[config.mk]
export PLATFORM = sky130hd
export DESIGN_NAME = dmem_access_pipe
export DESIGN_NICKNAME = d
export VERILOG_FILES = /design/src/rtl/dmem_pkg.sv /design/src/rtl/dmem_dly_line.sv /design/src/rtl/dmem_access_pipe.sv
export SDC_FILE = /design/constraint.sdc
export NUM_CORES = 1
export LEC_CHECK = 0
export BUFFER_PORTS_ARGS = -buffer_cell sky130_fd_sc_hd__buf_2
export CORE_MARGIN = 5
export CORE_UTILIZATION = 43
export DETAILED_ROUTE_END_ITERATION = 12
export GPL_ROUTABILITY_DRIVEN = 1
export PLACE_DENSITY = 0.66
export SLEW_MARGIN = 20
export SYNTH_ARGS = -nofsm -noshare
export SYNTH_HDL_FRONTEND = slang
export SYNTH_SLANG_ARGS = --single-unit
[constraint.sdc]
create_clock -name clk -period 2.85 [get_ports clk]
set_input_delay 0.1425 -clock clk [delete_from_list [all_inputs] [get_ports clk]]
set_output_delay 0.1425 -clock clk [all_outputs]
set_load 0.05 [all_outputs]
[src/rtl/dmem_pkg.sv]
// Shared types for the data-memory access pipeline: request entry, FSM state
// and the bank chip-select decode.
package dmem_pkg;
    localparam int DM_ADDR_W = 12;
    localparam int DM_SUB_W  = 7;
    localparam int DM_NBANK  = 2 ** (DM_ADDR_W - DM_SUB_W);

    typedef struct packed {
        logic                 vld;
        logic                 rw;
        logic [DM_ADDR_W-1:0] addr;
    } req_t;

    typedef enum logic {IDLE = 1'b0, PEND = 1'b1} state_t;

    function automatic logic [DM_NBANK-1:0] bank_onehot(input logic [DM_ADDR_W-1:0] addr);
        logic [DM_NBANK-1:0] oh;
        oh = '0;
        oh[addr[DM_ADDR_W-1:DM_SUB_W]] = 1'b1;
        return oh;
    endfunction
endpackage

[src/rtl/dmem_dly_line.sv]
// Destination delay line: shifts toward S[0] on each advance and inserts a new
// entry at the (clamped) delay slot, dropping it if that slot is already taken.
module dmem_dly_line
    import dmem_pkg::*;
#(
    parameter int MAX_DLY = 4,
    parameter int DLY_W   = $clog2(MAX_DLY)
) (
    input  logic             clk,
    input  logic             reset_b,
    input  logic             adv,
    input  logic             ins,
    input  req_t             ins_req,
    input  logic [DLY_W-1:0] dly,
    output req_t             head,
    output logic             drop
);
    req_t s   [MAX_DLY];
    req_t nxt [MAX_DLY];
    int   slot;
    logic occ;

    always_comb begin
        slot = (int'(dly) >= MAX_DLY) ? MAX_DLY - 1 : int'(dly);
        // occupancy is judged after the shift: slot i then holds old S[i+1]
        occ = 1'b0;
        for (int i = 0; i < MAX_DLY - 1; i++)
            if (i == slot) occ = s[i+1].vld;
        for (int i = 0; i < MAX_DLY; i++) nxt[i] = '0;
        for (int i = 0; i < MAX_DLY - 1; i++) nxt[i] = s[i+1];
        for (int i = 0; i < MAX_DLY; i++)
            if (ins && !occ && i == slot) nxt[i] = ins_req;
        drop = ins && occ;
    end

    always_ff @(posedge clk or negedge reset_b) begin
        if (!reset_b) begin
            for (int i = 0; i < MAX_DLY; i++) s[i] <= '0;
        end else if (adv) begin
            for (int i = 0; i < MAX_DLY; i++) s[i] <= nxt[i];
        end
    end

    assign head = s[0];
endmodule

[src/rtl/dmem_access_pipe.sv]
// Data-memory access pipeline: source read stage, delayed destination line and
// a single-port arbiter that defers a colliding read by one cycle under stall.
module dmem_access_pipe
    import dmem_pkg::*;
#(
    parameter int ADDR_W  = DM_ADDR_W,
    parameter int SUB_W   = DM_SUB_W,
    parameter int NBANK   = 2 ** (ADDR_W - SUB_W),
    parameter int MAX_DLY = 4,
    parameter int DLY_W   = $clog2(MAX_DLY)
) (
    input  logic              clk,
    input  logic              reset_b,
    input  logic              t_cs,
    input  logic              src_en_b,
    input  logic              src_ind,
    input  logic [ADDR_W-1:0] src_addr,
    input  logic              dst_en_b,
    input  logic              dst_rw,
    input  logic              dst_ind,
    input  logic [ADDR_W-1:0] dst_addr,
    input  logic [DLY_W-1:0]  dly,
    input  logic [ADDR_W-1:0] ind_addr,
    output logic              dram_en_b,
    output logic              dram_rw,
    output logic [NBANK-1:0]  dram_cs,
    output logic [SUB_W-1:0]  dram_addr,
    output logic              stall,
    output logic              err
);
    state_t            state, state_n;
    req_t              rs, head, iss, dst_req;
    logic              adv, ins, drop;
    logic              issue, rs_load, rs_clr, err_set;
    logic [ADDR_W-1:0] src_a;

    assign adv     = t_cs && (state == IDLE);
    assign ins     = adv && !dst_en_b;
    assign src_a   = src_ind ? ind_addr : src_addr;
    assign dst_req = '{vld: 1'b1, rw: dst_rw, addr: (dst_ind ? ind_addr : dst_addr)};

    dmem_dly_line #(.MAX_DLY(MAX_DLY), .DLY_W(DLY_W)) u_dly (
        .clk     (clk),
        .reset_b (reset_b),
        .adv     (adv),
        .ins     (ins),
        .ins_req (dst_req),
        .dly     (dly),
        .head    (head),
        .drop    (drop)
    );

    always_comb begin
        state_n = state;
        issue   = 1'b0;
        iss     = '0;
        rs_load = 1'b0;
        rs_clr  = 1'b0;
        err_set = drop;
        case (state)
            IDLE: if (adv) begin
                // the write always wins the port so a same-address read sees new data
                if (head.vld) begin
                    issue = 1'b1;
                    iss   = head;
                    if (rs.vld) state_n = PEND;
                end else if (rs.vld) begin
                    issue  = 1'b1;
                    iss    = rs;
                    rs_clr = 1'b1;
                end
                if (!src_en_b) begin
                    if (head.vld && rs.vld) err_set = 1'b1;
                    else                    rs_load = 1'b1;
                end
            end
            PEND: begin
                issue   = 1'b1;
                iss     = rs;
                rs_clr  = 1'b1;
                state_n = IDLE;
                if (t_cs && (!src_en_b || !dst_en_b)) err_set = 1'b1;
            end
            default: state_n = IDLE;
        endcase
    end

    always_ff @(posedge clk or negedge reset_b) begin
        if (!reset_b) begin
            state     <= IDLE;
            rs        <= '0;
            dram_en_b <= 1'b1;
            dram_rw   <= 1'b1;
            dram_cs   <= '0;
            dram_addr <= '0;
            err       <= 1'b0;
        end else begin
            state <= state_n;
            err   <= err | err_set;
            if (rs_load)     rs     <= '{vld: 1'b1, rw: 1'b1, addr: src_a};
            else if (rs_clr) rs.vld <= 1'b0;
            if (issue) begin
                dram_en_b <= 1'b0;
                dram_rw   <= iss.rw;
                dram_addr <= iss.addr[SUB_W-1:0];
                dram_cs   <= bank_onehot(iss.addr);
            end else begin
                dram_en_b <= 1'b1;
                dram_rw   <= 1'b1;
            end
        end
    end

    assign stall = (state == PEND);
endmodule

# Yosys cells after proc, flatten, opt, wreduce, memory -nomap -nowiden
# Index checks and enable logic that the tools add are counted.
word_totals:
  input_bits: 46
  mem_bits_ro: 0
  memories: 0
  ramBits: 0
  ff_bits: 113
  latchBits: 0
op_classes:
  n_bitwise: 2
  n_shift: 0
  order_cmp: 2
  addsub: 0
  div_mod_pow: 0
  mul: 0
  n_eq_ne: 3
  reduce_logical: 17
  mux: 38
ops:
  columns: ["operator", "count"]
  rows:
  - ["14-bit 2-to-1 mux", 4]
  - ["13-bit 2-to-1 mux", 3]
  - ["13-bit one-hot mux with 2 select lines", 1]
  - ["12-bit 2-to-1 mux", 2]
  - ["1-bit 2-to-1 mux", 23]
  - ["1-bit logical AND", 11]
  - ["1-bit one-hot mux with 2 select lines", 4]
  - ["5-bit by 6-bit < comparator with 1-bit output, second input constant", 1]
  - ["1-bit demux with 5-bit select", 1]
  - ["5-bit by 1-bit greater-or-equal comparator with 1-bit output, second input constant", 1]
  - ["2-bit equality test, first input constant", 2]
  - ["1-bit zero test", 3]
  - ["1-bit by 2-bit equality test with 1-bit output, first input constant", 1]
  - ["2-bit zero test", 1]
  - ["2-bit nonzero test", 1]
  - ["1-bit logical OR", 1]
  - ["1-bit NOT", 1]
  - ["1-bit OR", 1]

# Logic depth before layout (Yosys ltp)
# Gate-level depths: netlist of the first run.
depth:
  ltp_word: 10
  depth_mapped: 7

# By module
# From an unflattened synthesis of the first run, not the netlist that was laid out.
hier_totals:
  hier_cells: 512
  hier_area_um2: 5432.7
modules_own_cells:
  columns: ["mod", "cells_per_inst", "area_each_um2", "instances"]
  rows:
  - ["dmem_access_pipe", 248, 2785.2, 1]
  - ["dmem_dly_line", 264, 2647.5, 1]

# Worst setup path after synthesis of the first run
# Ideal clock, no wire load.
synth_path:
  path_type: "flip-flop to flip-flop"
  start: "register state, in the netlist stall"
  end: "register u_dly.head[10] (netlist name)"
  arrival_ps: 2053
  required_time_ps: 2718
  stages_incl_launch_ff: 7
  slack_ps: 665
  cell_sequence: "dfrtp_1 -> or4b_1 -> or3_1 -> buf_2 -> buf_2 -> mux2i_1 -> o21ai_1"
synth_between:
  elab_chain_cells: 6
synth_rtl:
  columns: ["item", "line", "source"]
  rows:
  - ["start, declared", "dmem_access_pipe.sv:31", "state_t state, state_n;"]
  - ["start signal, assigned", "dmem_access_pipe.sv:98", "state <= state_n;"]
  - ["1-bit NOT *", null, null]
  - ["1-bit logical AND *", "dmem_access_pipe.sv:37", "assign adv = t_cs && (state == IDLE);"]
  - ["1-bit logical AND", "dmem_access_pipe.sv:38", "assign ins = adv && !dst_en_b;"]
  - ["1-bit logical AND (2 in series)", "dmem_dly_line.sv:32", "if (ins && !occ && i == slot) nxt[i] = ins_req;"]
  - ["14-bit 2-to-1 mux", "dmem_dly_line.sv:32", null]
# Mark *: on every way between the ends. The rest lies on a longest branch, timed or not.
# A chain may end at the register's enable or synchronous reset.

# Final worst setup path of the first run
layout_path:
  start: "register state, in the netlist stall"
  end: "register u_dly.head[12] (netlist name)"
layout_between:
  elab_chain_cells: 6
layout_rtl:
  columns: ["item", "line"]
  rows:
  - ["1-bit NOT *", null]
  - ["1-bit logical AND *", "dmem_access_pipe.sv:37"]
  - ["1-bit logical AND", "dmem_access_pipe.sv:38"]
  - ["1-bit logical AND (2 in series)", "dmem_dly_line.sv:32"]
  - ["14-bit 2-to-1 mux", "dmem_dly_line.sv:32"]
# Marked as above.

==> impl_metrics.yaml, run 1 <==
status:
  outcome: "finished, final reports clean"
timing:
  rsz0062_at_grt: "no"
  maxSlewViolCount: 0
  period_minus_slack_ps: 2320
  hold_viol: 0
  setup_tns_ps: 0
  setup_viol: 0
  period_share: 0.814
  worst_slew_pin_slew_ps: 937
  max_freq_mhz: 431
  relSlewSlack: 0.370
  fin_ws_ps: 531
  fin_skew_ps: 9.21
power:
  powerDensity_mw_per_mm2: 968
  ir_drop_mv: 0.479
  power.leakage_nw: 3.26
  power.total_mw: 6.03
grt:
  overflow: 0
  grt_pass1_vias: 3858
  grt_max_degree: 96
  grt.total_usage: 0.179
  grt_first_pass_wirelength_um: 20400
  antenna_found_initial: 0
yosys:
  synth_top_family_by_area: "compound AO/OA/AOI/OAI gates"
  synthCells: 468
  ys.flop_type: "dfrtp_1"
  synth_seq_area_share: 0.556
  synthXorXnorAreaFrac: 0
  synth-seq-cells: 113
  synth_edf_count: 0
  synth_warnings: 0
  syn_avg_cell_area_um2: 10.9
  synth-adder-area-share: 0
  synth_cell_type_count: 43
  synth-simple-area-share: 0.104
  synth_mux_area_frac: 0.129
  syn_area_mm2: 0.00509
  synth_compound_area_frac: 0.169
  synthArstFlopShare: 1.00
  synth_nets: 514
drt:
  drt_iter0_markers: 314
  vias: 3822
  firstDrtPassIters: 5
  met3_length_um: 534
  wl_met2_um: 6010
  finalWirelength_um: 12100
  wl_per_cell_um: 17.1
  drtAntennaViolNets: 0
  met1Wirelength_um: 5470
  vias_per_cell: 5.38
  top_layer_used: "met4"
  drc: 0
layout:
  area_growth_pct: 22.4
  final_common_cell: "dfrtp_1"
  final_area_mm2: 0.00623
  final_core_util: 0.541
  fillers: 997
  final_cell_mix: "dfrtp_1 (111), buf_2 (87), nand2_1 (68)"
  drive_gt1_frac: 0.255
  nets: 601
  n_antenna_cell: 0
setup_path:
  critical_path.max_stage_delay_ps: 690
  critical_path.max_fanout: 14
  critical_path_class: "reg2reg"
  path_cells: "or4b_1, or3_1, mux2i_1, o21ai_0"
  startpoint: "stall"
  cp_slowest_cell: "or3_1"
  start_kind: "flip-flop"
  cp_data_required_time_ps: 3100
  crit_path_end_kind: "flip-flop"
  cp.arrival_ps: 2570
  r2r_start: "stall"
floorplan:
  core_mm2: 0.0115
  ios: 89
  start_util: 0.442
  dieArea_mm2: 0.0141
  rows: 39
  die_h_um: 119
  fp.dieW_um: 119
min_path:
  worstHoldPathType: "in2reg"
  min_from: "dst_rw"
placement:
  numPortBuffers: 88
  dp_hpwl_um: 8290
  place_area_mm2: 0.00566
  gp_congestion: 0.781
  place_ws_ps: 557
clock_tree:
  cts_tree: "built"
  htreeDepth: 4
  root_buffer: "clkbuf_16"
  clkSinkCount: 113
  cts_resized: 0
  clk_pin_slew_ps: 50
  clockBufferDepth: 2
  clk_latency_ps: 410
  cts_buffers: 17
job:
  drv_cap: 0
[worst max-delay path, delay by kind of cell (launching register included)]
kind | cells | cell delay [ps]
AND/OR/NAND/NOR | 2 | 1240
flip-flops | 1 | 430
multiplexers | 1 | 370
AO/OA/AOI/OAI | 1 | 110
[metal layers]
metal,vias up,GRT usage
li1,1858,-
met3,10,0.0564
met1,1878,0.230
met4,0,0.0434
met5,-,0
met2,76,0.296
[logic make-up after synthesis]
| logic type | count (synthesis) |
|---|---|
| AO/OA/AOI/OAI | 126 |
| AND/OR/NAND/NOR | 115 |
| flip-flops | 113 |
| multiplexers | 64 |
| buffers and inverters | 50 |
[layout make-up]
| cell class | count | area [µm²] | share of cell area |
|---|---|---|---|
| Sequential cell | 113 | 2830 | 0.454 |
| Multi-Input combinational cell | 305 | 2050 | 0.329 |
| Clock buffer | 28 | 517 | 0.0829 |
| Clock inverter | 4 | 47.5 | 0.00763 |
| Tap cell | 143 | 179 | 0.0287 |
| Timing Repair Buffer | 98 | 533 | 0.0855 |
| Inverter | 20 | 75.1 | 0.0120 |
[power by group]
part	total (mW)	switching, mW	leakage (nW)	internal, mW
clock	2.00	0.693	0.275	1.31
sequential	2.26	0.275	1.49	1.99
combinational	1.76	1.23	1.49	0.531
total	6.03	2.20	3.26	3.83
[stage by stage]
stage	instances	hold slack [ps]
5_1_grt	711	35.2
2_1_floorplan	468	-153
6_report	711	30.9
3_5_place_dp	678	135
3_3_place_gp	678	125
4_1_cts	711	18.7
[cells in the mapped netlist (all sizes together) (3+ instances only)]
master  instances  area share
clkbuf         18       0.013
buf            12       0.014
nand2          68       0.050
a211oi          4      0.0059
inv            20       0.015
o21ai          55       0.054
nor3            5      0.0049
a221o           3      0.0059
a222oi          9       0.018
nor2           21       0.015
mux2           12       0.027
a21oi          15       0.015
nor2b           3      0.0037
mux2i          52        0.10
a22o           24       0.041
o41ai           8       0.014
dfrtp         111        0.55
[timing repair]
item / 4_1_cts / 5_1_grt
setup buffers: 0 / 0
hold endpoints to repair: 35 / 0
hold buffers: 1 / 0
[sequential cells by signal, indices dropped and copies added (netlist names)]
| name | count |
|---|---|
| u_dly.s | 42 |
| dram_en_b | 1 |
| rs | 14 |
| dram_rw | 1 |
| err | 1 |
| stall | 1 |
| dram_cs | 32 |
| u_dly.head | 14 |
| dram_addr | 7 |
[path summary, 6_finish.rpt]
check	endpoint	cells after the start	slack, ps
max in group asynchronous	u_dly.head[5]	3	1840
min in group asynchronous	dram_cs[26]	2	240
worst max-delay path	u_dly.head[12]	4	530
worst min-delay path	u_dly.s[12]	3	30
worst min register to register	err	1	460
worst max register to register	u_dly.head[12]	4	530
Power figures use the tool's default switching activity.
==> run 2: changes to the inputs <==
- clock period: 2.85 -> 2.28 ns (I/O delays scaled with it)
==> impl_metrics.yaml, run 2 (synthesized netlist as in run 1, its figures left out) <==
status:
  outcome: "finished, final reports clean"
clock_tree:
  cts_buffers: 17
  root_buffer: "clkbuf_16"
  clkSinkCount: 113
  clockBufferDepth: 2
  post_cts_buffers: 0
  cts_tree: "built"
  clk_pin_slew_ps: 60
  htreeDepth: 4
  clk_latency_ps: 410
timing:
  period_share: 0.937
  relSlewSlack: 0.563
  max_freq_mhz: 468
  setup_tns_ps: 0
  hold_viol: 0
  maxSlewViolCount: 0
  fin_skew_ps: 9.11
  hold_slack_ps: 23.9
  worst_slew_pin_slew_ps: 655
  setup_viol: 0
  rsz0062_at_grt: "no"
  period_minus_slack_ps: 2140
grt:
  grt_pass1_vias: 3965
  grt.total_usage: 0.180
  grt_max_degree: 96
  overflow: 0
  grt_first_pass_wirelength_um: 20300
  antenna_found_initial: 0
setup_path:
  cp.arrival_ps: 2410
  critical_path.max_stage_delay_ps: 580
  critical_path_class: "reg2reg"
  cp_slowest_cell: "or4b_1"
  cp_data_required_time_ps: 2550
  critical_path.max_fanout: 14
  start_kind: "flip-flop"
  path_cells: "or4b_1, or3_1, buf_4, mux2i_1, o21ai_0"
  crit_path_end_kind: "flip-flop"
drt:
  vias_per_cell: 5.40
  wl_met2_um: 5940
  top_layer_used: "met4"
  drtAntennaViolNets: 0
  firstDrtPassIters: 6
  vias: 3863
  wl_per_cell_um: 17.0
  drc: 0
  met3_length_um: 508
  finalWirelength_um: 12200
  met1Wirelength_um: 5610
  drt_iter0_markers: 342
layout:
  largestRegisters: "u_dly.s x42, dram_cs x32"
  final_cell_mix: "dfrtp_1 (111), buf_2 (87), nand2_1 (68)"
  nets: 607
  final_area_mm2: 0.00630
  largest_reg_flops: 42
  n_antenna_cell: 0
  final_common_cell: "dfrtp_1"
  largest-register: "u_dly.s"
  stdcell_count: 716
  area_growth_pct: 23.7
  drive_gt1_frac: 0.269
floorplan:
  rows: 39
  start_util: 0.442
  core_mm2: 0.0115
  dieArea_mm2: 0.0141
  fp.dieW_um: 119
  ios: 89
  die_h_um: 119
placement:
  numPortBuffers: 88
  dp_hpwl_um: 8350
  gp_congestion: 0.770
  placedCellCount: 683
  place_area_mm2: 0.00571
power:
  powerDensity_mw_per_mm2: 1200
  ir_drop_mv: 0.510
  power.total_mw: 7.57
  power.leakage_nw: 3.28
min_path:
  worstHoldPathType: "in2reg"
job:
  drv_cap: 0
run 2: cell types whose count changed in the layout (fill, tap and decap cells not counted):
cell / previous run / this run
buf_12: 1 / 2
buf_4: 9 / 13
bufinv_16: 1 / 2
clkbuf_1: 6 / 2
clkbuf_8: 5 / 1
clkinv_2: 2 / 5
clkinv_4: 0 / 1
clkinvlp_4: 1 / 3
dlygate4sd3_1: 1 / 2
nor3_1: 5 / 4
nor3_2: 0 / 1
run 2: path summary, 6_finish.rpt:
kind,from,to,slack [ps],cells after the start
setup / recovery,stall,u_dly.head[12],140,5
hold / removal,src_addr[7],rs[7],20,3
setup reg to reg,stall,u_dly.head[12],140,5
hold reg to reg,err,err,460,1
max in group asynchronous,reset_b,u_dly.s[0],1290,3
min in group asynchronous,reset_b,dram_addr[5],240,2
run 2: final cells by class:
type	count	area [µm²]
inverters	20	75.1
clock inverters	11	116
well taps	143	179
fillers	1038	5220
flip-flops and latches	113	2830
clock buffers	20	447
repair buffers	104	593
multi-input cells	305	2060
run 2: timing repair:
action                                  4_1_cts  5_1_grt
hold buffers                                  2        0
endpoints found under the setup margin        0       12
hold endpoints to repair                     41        0
resized for setup                             0        1
run 2: report_power, final:
group / internal, mW / switching [mW] / total (mW)
logic: 0.688 / 1.56 / 2.25
registers: 2.48 / 0.330 / 2.81
clock network: 1.62 / 0.893 / 2.51
run 2: layer usage:
layer / global-route usage / vias to the layer above
li1: - / 1875
met1: 0.235 / 1896
met2: 0.293 / 81
met3: 0.0474 / 11
met4: 0.0608 / 0
met5: 0 / -
run 2: stage by stage:
stage	util	worst slack, ps
global placement	0.496	205
CTS	0.546	94.1
floorplan	-	95.2
global route	0.547	1.16
finish	0.547	143
detailed placement	0.496	129
run 2: worst max-delay path: cells and delay by family, from the launching register on:
kind / cells / cell delay (ps)
compound gates: 1 / 110
buf+inv: 1 / 230
flops: 1 / 480
mux: 1 / 260
simple gates: 2 / 910
==> run 3: changes to the inputs <==
- BUFFER_PORTS_ARGS: -buffer_cell sky130_fd_sc_hd__buf_2 -> not set
- DONT_BUFFER_PORTS: not set -> 1
- PLACE_DENSITY: 0.66 -> 0.6
- SLEW_MARGIN: 20 -> not set
==> impl_metrics.yaml, run 3 (synthesized netlist as in run 1, its figures left out) <==
setup_path:
  cp_slowest_cell: "nor3_1"
  r2r_slack_ps: 200
  critical_path.max_stage_delay_ps: 750
  crit_top_cell: "nor3_1"
  crit_path_end_kind: "flip-flop"
  critical_path.max_fanout: 8
  path_cells: "buf_4, nor2b_1, nor3_1, nor3_1, a22o_1"
  start_kind: "flip-flop"
  cp.arrival_ps: 2370
  crit_buf_inv: 1
  cpLargestDelayFamily: "simple AND/OR/NAND/NOR gates"
  critical_path_class: "reg2reg"
  cp_data_required_time_ps: 2570
power:
  power.leakage_nw: 2.99
  powerDensity_mw_per_mm2: 1240
  p_clk_frac: 0.355
  combPwrFrac: 0.200
  ir_drop_mv: 0.489
  swShare: 0.357
  p_int_mw: 4.87
  seqPwrFrac: 0.445
  power.switching_mw: 2.70
placement:
  placedCellCount: 594
  gp_congestion: 0.770
  dp_hpwl_um: 7880
  numPortBuffers: 0
floorplan:
  fp.dieW_um: 119
  start_util: 0.442
  core_mm2: 0.0115
  rows: 39
  dieArea_mm2: 0.0141
  die_h_um: 119
  ios: 89
grt:
  grt_max_degree: 114
  grt_pass1_vias: 3628
  grt.total_usage: 0.178
  antenna_found_initial: 0
  grt_first_pass_wirelength_um: 20000
  overflow: 0
clock_tree:
  root_buffer: "clkbuf_16"
  cts_resized: 0
  cts_tree: "built"
  clk_pin_slew_ps: 50
  clk_latency_ps: 410
  htreeDepth: 4
  post_cts_buffers: 0
  cts_buffers: 17
  clkSinkCount: 113
  cts_hold_buffers: 27
  clockBufferDepth: 2
timing:
  hold_slack_ps: -598
  setup_tns_ps: 0
  setup_viol: 0
  fin_skew_ps: 6.25
  worst_slew_pin_slew_ps: 915
  hold_viol: 113
  period_share: 0.911
  maxSlewViolCount: 0
  rsz0062_at_grt: "no"
  period_minus_slack_ps: 2080
  max_freq_mhz: 481
  relSlewSlack: 0.385
layout:
  final_cell_mix: "dfrtp_1 (111), nand2_1 (68), mux2i_1 (52)"
  largest-register: "u_dly.s"
  n_antenna_cell: 0
  stdcell_count: 653
  largest_reg_flops: 42
  final_core_util: 0.532
  final_common_cell: "dfrtp_1"
  nets: 543
  fillers: 1001
  drive_gt1_frac: 0.127
  largestRegisters: "u_dly.s x42, dram_cs x32"
  area_growth_pct: 20.3
drt:
  finalWirelength_um: 12000
  wl_per_cell_um: 18.4
  vias_per_cell: 5.52
  vias: 3602
  drt_iter0_markers: 317
  drc: 0
  firstDrtPassIters: 8
  drtAntennaViolNets: 0
min_path:
  worstHoldPathType: "in2async"
status:
  outcome: "finished with violations"
  violations: "negative hold slack"
job:
  drv_cap: 0
## run 3: changes by cell type in the layout (fill, tap and decap cells not counted)
cell / before / now
buf_12: 2 / 1
buf_2: 87 / 0
buf_4: 13 / 12
bufinv_16: 2 / 3
clkbuf_8: 1 / 3
clkinv_2: 5 / 4
clkinv_4: 1 / 0
dlygate4sd3_1: 2 / 27
nor3_1: 4 / 5
nor3_2: 1 / 0
## run 3: layout make-up
class	instances	area, µm²	share of cell area
clock buffers	22	474	0.0775
flip-flops and latches	113	2830	0.462
inverters	20	75.1	0.0123
clock inverters	10	133	0.0217
repair buffers	40	380	0.0621
well taps	143	179	0.0292
multi-input cells	305	2050	0.335
## run 3: through the flow
| step | setup WS [ps] | area (µm²) | power [mW] | hold slack, ps |
|---|---|---|---|---|
| after floorplan | 95.2 | 5090 | 4.42 | -182 |
| after global placement | 291 | 5250 | 4.80 | -177 |
| after detailed placement | 204 | 5250 | 4.84 | -176 |
| after CTS | 198 | 6120 | 7.60 | -610 |
| after global routing | 9.23 | 6120 | 7.96 | -619 |
| final | 202 | 6120 | 7.56 | -598 |
## run 3: layer usage
layer | GRT usage | vias up | wire length [µm]
met2 | 0.286 | 77 | 5830
met5 | 0 | - | 0
met3 | 0.0517 | 21 | 536
met1 | 0.234 | 1750 | 5420
met4 | 0.0601 | 0 | 229
li1 | - | 1754 | -
## run 3: final timing paths
check,from,to,cells past startpoint
max in group asynchronous,reset_b,dram_en_b,0
setup / recovery,stall,dram_cs[4],5
min in group clk,t_cs,u_dly.s[41],3
hold / removal,reset_b,rs[5],0
setup reg to reg,stall,dram_cs[4],5
hold reg to reg,u_dly.s[40],u_dly.s[40],2
## run 3: power groups by stage
stage	logic [mW]	registers, mW	clock network [mW]
final	1.51	3.36	2.69
after global routing	1.69	3.43	2.83
after CTS	1.51	3.37	2.73
after detailed placement	1.45	3.40	0
after global placement	1.42	3.38	0
after floorplan	1.14	3.28	0
